[src/rtl/fifo_pkg.sv]
// Shared constants and helpers for the lab FIFO and stack blocks.
// Optional error flags elsewhere are enabled with FIFO_ERR_FLAGS_EN.
package fifo_pkg;

    localparam int FIFO_DEPTH_DEF = 8;
    localparam int FIFO_WIDTH_DEF = 4;

    // Pointer width for a power-of-two depth.
    function automatic int ptr_w(input int depth);
        return $clog2(depth);
    endfunction

endpackage

[src/rtl/fifo_queue_if.sv]
// Handshake/data bundle between a FIFO and its user.
// Overflow/Underflow signals exist only when FIFO_ERR_FLAGS_EN is defined.
interface fifo_queue_if
    import fifo_pkg::*;
#(
    parameter int FIFO_DEPTH = FIFO_DEPTH_DEF,
    parameter int FIFO_WIDTH = FIFO_WIDTH_DEF
);

    localparam int CNT_W = ptr_w(FIFO_DEPTH) + 1;

    logic [FIFO_WIDTH-1:0] Data_In;
    logic                  Push;
    logic                  Pop;
    logic [FIFO_WIDTH-1:0] Data_Out;
    logic                  Full;
    logic                  Empty;
    logic [CNT_W-1:0]      Count;
`ifdef FIFO_ERR_FLAGS_EN
    logic                  Overflow;
    logic                  Underflow;
`endif

`ifdef FIFO_ERR_FLAGS_EN
    modport master (
        output Data_In, Push, Pop,
        input  Data_Out, Full, Empty, Count, Overflow, Underflow
    );
    modport slave (
        input  Data_In, Push, Pop,
        output Data_Out, Full, Empty, Count, Overflow, Underflow
    );
`else
    modport master (
        output Data_In, Push, Pop,
        input  Data_Out, Full, Empty, Count
    );
    modport slave (
        input  Data_In, Push, Pop,
        output Data_Out, Full, Empty, Count
    );
`endif

endinterface

[src/rtl/fifo_ptr.sv]
// Wrapping pointer counter: advances by one on Inc, wraps by natural overflow.
module fifo_ptr #(
    parameter int PTR_W = 3
) (
    input  logic             Clk,
    input  logic             RstN,
    input  logic             Inc,
    output logic [PTR_W-1:0] Ptr
);

    logic [PTR_W-1:0] ptr_q;
    logic [PTR_W-1:0] ptr_d;

    always_comb begin
        ptr_d = ptr_q + PTR_W'(Inc);
    end

    always_ff @(posedge Clk or negedge RstN) begin
        if (!RstN) begin
            ptr_q <= '0;
        end else begin
            ptr_q <= ptr_d;
        end
    end

    assign Ptr = ptr_q;

endmodule

[src/rtl/fifo_queue.sv]
// Synchronous FIFO with registered Data_Out and occupancy count.
// Define FIFO_ERR_FLAGS_EN to add sticky Overflow/Underflow observation flags.
module fifo_queue
    import fifo_pkg::*;
#(
    parameter int FIFO_DEPTH = FIFO_DEPTH_DEF,
    parameter int FIFO_WIDTH = FIFO_WIDTH_DEF
) (
    input logic         Clk,
    input logic         RstN,
    fifo_queue_if.slave bus
);

    localparam int PTR_W = ptr_w(FIFO_DEPTH);
    localparam int CNT_W = PTR_W + 1;

    logic [FIFO_WIDTH-1:0] mem [FIFO_DEPTH];

    logic [PTR_W-1:0]      wr_ptr;
    logic [PTR_W-1:0]      rd_ptr;
    logic [CNT_W-1:0]      count_q;
    logic [CNT_W-1:0]      count_d;
    logic [FIFO_WIDTH-1:0] data_out_q;
    logic [FIFO_WIDTH-1:0] data_out_d;
    logic                  full;
    logic                  empty;
    logic                  push_ok;
    logic                  pop_ok;

    assign full  = (count_q == CNT_W'(FIFO_DEPTH));
    assign empty = (count_q == '0);

    // A push into a full FIFO is only legal when a pop frees the head slot in the same edge.
    always_comb begin
        pop_ok     = bus.Pop & ~empty;
        push_ok    = bus.Push & (~full | pop_ok);
        count_d    = count_q + CNT_W'(push_ok) - CNT_W'(pop_ok);
        data_out_d = pop_ok ? mem[rd_ptr] : data_out_q;
    end

    fifo_ptr #(.PTR_W(PTR_W)) u_wr_ptr (
        .Clk  (Clk),
        .RstN (RstN),
        .Inc  (push_ok),
        .Ptr  (wr_ptr)
    );

    fifo_ptr #(.PTR_W(PTR_W)) u_rd_ptr (
        .Clk  (Clk),
        .RstN (RstN),
        .Inc  (pop_ok),
        .Ptr  (rd_ptr)
    );

    // Storage is deliberately not reset; the pointers and count make stale words unreachable.
    always_ff @(posedge Clk) begin
        if (push_ok) begin
            mem[wr_ptr] <= bus.Data_In;
        end
    end

    always_ff @(posedge Clk or negedge RstN) begin
        if (!RstN) begin
            count_q    <= '0;
            data_out_q <= '0;
        end else begin
            count_q    <= count_d;
            data_out_q <= data_out_d;
        end
    end

    assign bus.Data_Out = data_out_q;
    assign bus.Full     = full;
    assign bus.Empty    = empty;
    assign bus.Count    = count_q;

`ifdef FIFO_ERR_FLAGS_EN
    logic overflow_q;
    logic overflow_d;
    logic underflow_q;
    logic underflow_d;

    // Sticky observation only; the accept logic above ignores these.
    always_comb begin
        overflow_d  = overflow_q | (bus.Push & full & ~bus.Pop);
        underflow_d = underflow_q | (bus.Pop & empty);
    end

    always_ff @(posedge Clk or negedge RstN) begin
        if (!RstN) begin
            overflow_q  <= 1'b0;
            underflow_q <= 1'b0;
        end else begin
            overflow_q  <= overflow_d;
            underflow_q <= underflow_d;
        end
    end

    assign bus.Overflow  = overflow_q;
    assign bus.Underflow = underflow_q;
`endif

endmodule
[src/flat_wrapper.sv]
// flat-port wrapper written by rule: the top's interface ports become plain ports
module fifo_queue_flat import fifo_pkg::*;
#(
    parameter int FIFO_DEPTH = FIFO_DEPTH_DEF,
    parameter int FIFO_WIDTH = FIFO_WIDTH_DEF
)
  (Clk, RstN, bus_Data_In, bus_Push, bus_Pop, bus_Data_Out, bus_Full, bus_Empty, bus_Count);
  fifo_queue_if #(.FIFO_DEPTH(FIFO_DEPTH), .FIFO_WIDTH(FIFO_WIDTH)) bus_i ();
  input logic Clk;
  input logic RstN;
  input wire logic [$bits(bus_i.Data_In)-1:0] bus_Data_In;
  input wire logic [$bits(bus_i.Push)-1:0] bus_Push;
  input wire logic [$bits(bus_i.Pop)-1:0] bus_Pop;
  output wire logic [$bits(bus_i.Data_Out)-1:0] bus_Data_Out;
  output wire logic [$bits(bus_i.Full)-1:0] bus_Full;
  output wire logic [$bits(bus_i.Empty)-1:0] bus_Empty;
  output wire logic [$bits(bus_i.Count)-1:0] bus_Count;
  assign bus_i.Data_In = bus_Data_In;
  assign bus_i.Push = bus_Push;
  assign bus_i.Pop = bus_Pop;
  assign bus_Data_Out = bus_i.Data_Out;
  assign bus_Full = bus_i.Full;
  assign bus_Empty = bus_i.Empty;
  assign bus_Count = bus_i.Count;
  fifo_queue #(.FIFO_DEPTH(FIFO_DEPTH), .FIFO_WIDTH(FIFO_WIDTH)) u_core (.Clk(Clk), .RstN(RstN), .bus(bus_i));
endmodule
[config.mk]
export PLATFORM = sky130hd
export DESIGN_NAME = fifo_queue_flat
export DESIGN_NICKNAME = d
export VERILOG_FILES = /design/src/rtl/fifo_pkg.sv /design/src/rtl/fifo_queue_if.sv /design/src/rtl/fifo_ptr.sv /design/src/rtl/fifo_queue.sv /design/src/flat_wrapper.sv
export SDC_FILE = /design/constraint.sdc
export NUM_CORES = 1
export LEC_CHECK = 0
export ABC_AREA = 1
export CORE_MARGIN = 8
export CORE_UTILIZATION = 57
export CTS_CLUSTER_DIAMETER = 80
export DETAILED_ROUTE_END_ITERATION = 8
export GPL_TIMING_DRIVEN = 0
export PLACE_DENSITY = 0.87
export SLEW_MARGIN = 20
export SYNTH_ARGS = -nofsm -noshare
export SYNTH_HDL_FRONTEND = slang
export SYNTH_SLANG_ARGS = --single-unit
[constraint.sdc]
create_clock -name Clk -period 2.4 [get_ports Clk]
set_clock_uncertainty 0.05 [all_clocks]
set_input_delay 0.36 -clock Clk [delete_from_list [all_inputs] [get_ports Clk]]
set_output_delay 0.36 -clock Clk [all_outputs]
set_load 0.03 [all_outputs]
==> metrics.yaml <==
status: "finished clean"
holdCritPathClass: "input pin to async pin"
ir_worst_vdd_uv: 885.0
reg2regPathDepth: 10
seqPwrFrac_pct: 37.9
drt_iter0_drc: 158
cp.arrival_ns: 1.85
rsz0062_at_grt: "no"
first_global_vias: 1461
clockBufferDepth: 2
pwr-share-clk_pct: 18.6
hold_ws_ns: 0.4271
netlist_top_cells_area: "edfxtp_1 45%, dfrtp_1 16%, nand2_1 8.3%, nand3_1 7.3%, inv_1 6.7%"
clk_pin_slew_ns: 0.08
grt_max_degree: 15
critPathCaptureType: "primary output"
ys_top_cells_by_count: "47 x nand2_1, 38 x inv_1, 32 x edfxtp_1, 31 x nand3_1"
clkSinkCount: 46
drive_gt1_share_pct: 9.914
synthCells: 206
wl_per_cell_um: 14.26
place_congestion: 0.8895
synth_area_um2: 2132
root_buffer: "clkbuf_8"
syn_nets: 224
tritoncts: "yes"
r2r_slack_ns: 0.16
slew_viol_final: 0
fp.coreArea_um2: 3633
dpl.cell_count: 271
rows: 22
synth-seq-cells: 46
nets: 249
fin_cells: 280
detailed_place_hpwl_um: 2830
fp.dieH_um: 77.16
maxCapViolations: 0
fin_ws_ns: 0.1439
worst_pin_slew_ns: 0.6874
die_x_um: 77.16
yosys_most_used_dff: "edfxtp_1"
synthMuxAreaShare_pct: 0
critical_path.max_fanout: 3
detail_route.first_pass.iterations: 4
vias: 1425
worstSetupPathType: "register to primary output"
clkLatencyLatePin_ns: 0.29
track_usage_pct: 14.33
fin_crit_sh_pct: 94.00
synth_xor_area_share_pct: 1.643
synth_edf_count: 32
yosys.area_share.simple_pct: 20.07
overflow: 0
tns_ns: 0
numPortBuffers: 17
dieArea_um2: 5954
r2r_start: "u_core.bus.Count[2]"
post-place-ws_ns: 0.04133
synth_fa_ha_area_share_pct: 6.221
period_needed_ns: 2.256
start_util_pct: 58.68
fmax_mhz: 443.2
drt.antenna.violating_nets: 0
synth.avg_cell_area_um2: 10.35
h-tree-depth: 2
p_sw_w: 0.001188
ioPinCount: 18
setup_viol: 0
power_density_nw_per_um2: 1253
slew_headroom_pct: 54.03
ys_seq_area_share_pct: 61.50
grt_pass1_wl_um: 6520
vias_per_cell: 5.089
cp.required_ns: 1.99
switching_share_pct: 38.12
p_int_w: 0.001929
area_delta_synth_final_pct: 16.73
report.final.hold_viol_count: 0
yosysUniqueCellTypes: 19
yosys.area.top_type: "edfxtp_1"
totalWireLength_um: 3992
remaining_drc_errors: 0
antenna_found_initial: 0
synth_compound_area_share_pct: 0.9977
cts_made_buffers: 5
leakage_nw: 1.130
p_comb_share_pct: 43.5
cp-start-kind: "register"
async_flop_share_pct: 30.43
synth_top_area_share_pct: 45.07
timing.rr.end: "u_core.bus.Count[2]"
antenna_cells: 0
yosysMostFrequentCell: "nand2_1"
ys_warn_count: 0
synth_top_family_by_area: "simple AND/OR/NAND/NOR gates"
==> cell families (layout without fill, tap and decap cells) <==
group                      Yosys count  after routing
AOI/OAI and AO/OA                    2              2
DFF                                 46             46
xor gates and xnor gates             4              4
buffers and inverters               45             71
adders and majority gates           10             10
and+or+nand+nor                     99             99
==> critical path: stages, from the launching register on <==
cell             delay [ns]
dfrtp_1                0.39
inv_1                  0.12
ha_1                   0.16
inv_1                  0.07
nor2_1                 0.12
clkdlybuf4s50_1        0.69
==> repair_timing <==
item                                    in CTS  in global routing
gates resized for setup                      0                  0
hold buffers                                 0                  0
endpoints found under the hold margin        0                  0
endpoints found under the setup margin       0                  1
buffers inserted                             0                  1
==> power by group through the flow <==
| stage | logic, W | registers, W | clock network, W |
|---|---|---|---|
| global route | 0.00152 | 0.00120 | 0.000625 |
| global placement | 0.00130 | 0.00119 | 0 |
| CTS | 0.00136 | 0.00118 | 0.000592 |
| floorplan | 0.000832 | 0.00131 | 0 |
| detailed placement | 0.00134 | 0.00120 | 0 |
| finish | 0.00136 | 0.00118 | 0.000580 |
==> worst max path at each step <==
| stage | end | from | slack, ns |
|---|---|---|---|
| after floorplan | u_core.bus.Count[2] | u_core.bus.Count[2] | 0.1 |
| after global placement | u_core.bus.Count[2] | bus_Pop | 0.09 |
| after detailed placement | u_core.bus.Count[2] | u_core.bus.Count[2] | 0.04 |
| after CTS | u_core.bus.Count[2] | u_core.bus.Count[2] | 0.02 |
| after global routing | bus_Empty | u_core.bus.Count[2] | 0.04 |
| final | bus_Empty | u_core.bus.Count[2] | 0.14 |
==> layout by cell type (no fill, tap or decap) <==
master,n
nand2_1,47
nor2_2,1
dfrtp_1,14
nand3_1,31
inv_2,1
nand2_2,7
clkbuf_1,2
clkdlybuf4s50_1,17
o21ai_4,1
nor2_1,13
buf_4,2
clkbuf_8,6
buf_8,1
bufinv_16,1
inv_1,38
xnor2_1,1
a21oi_1,1
ha_1,9
buf_6,2
inv_6,1
fa_1,1
xor2_1,3
edfxtp_1,32
==> layout make-up <==
class / count / area, um2
well taps: 48 / 60.06
fillers: 284 / 1145
repair buffers: 18 / 177.7
multi-input cells: 115 / 619.3
plain buffers: 5 / 48.80
clock buffers: 7 / 86.33
clock inverters: 1 / 30.03
flip-flops and latches: 46 / 1311
inverters: 40 / 155.1
==> metal layers <==
layer	global-route usage (%)	up-vias	share of wire, %
li1	-	700	-
met1	14.45	661	41
met2	23.08	45	49
met3	5.944	19	5.1
met4	10.94	0	4.8
met5	0	-	0
==> state kept, by name, summed over array words and instances (netlist names) <==
signal               flops
u_core.mem              32
u_core.bus.Count         4
u_core.u_rd_ptr.Ptr      3
u_core.bus.Data_Out      4
u_core.u_wr_ptr.Ptr      3
==> stage by stage <==
stage | utilization (%) | total power, W | cell area, um2
finish | 68.49 | 0.003117 | 2489
global route | 68.49 | 0.003345 | 2489
CTS | 68.29 | 0.003137 | 2481
detailed placement | 65.08 | 0.002538 | 2365
global placement | 65.08 | 0.002484 | 2365
floorplan | - | 0.002144 | 2135
No activity file was read; power rests on OpenSTA's default activity.
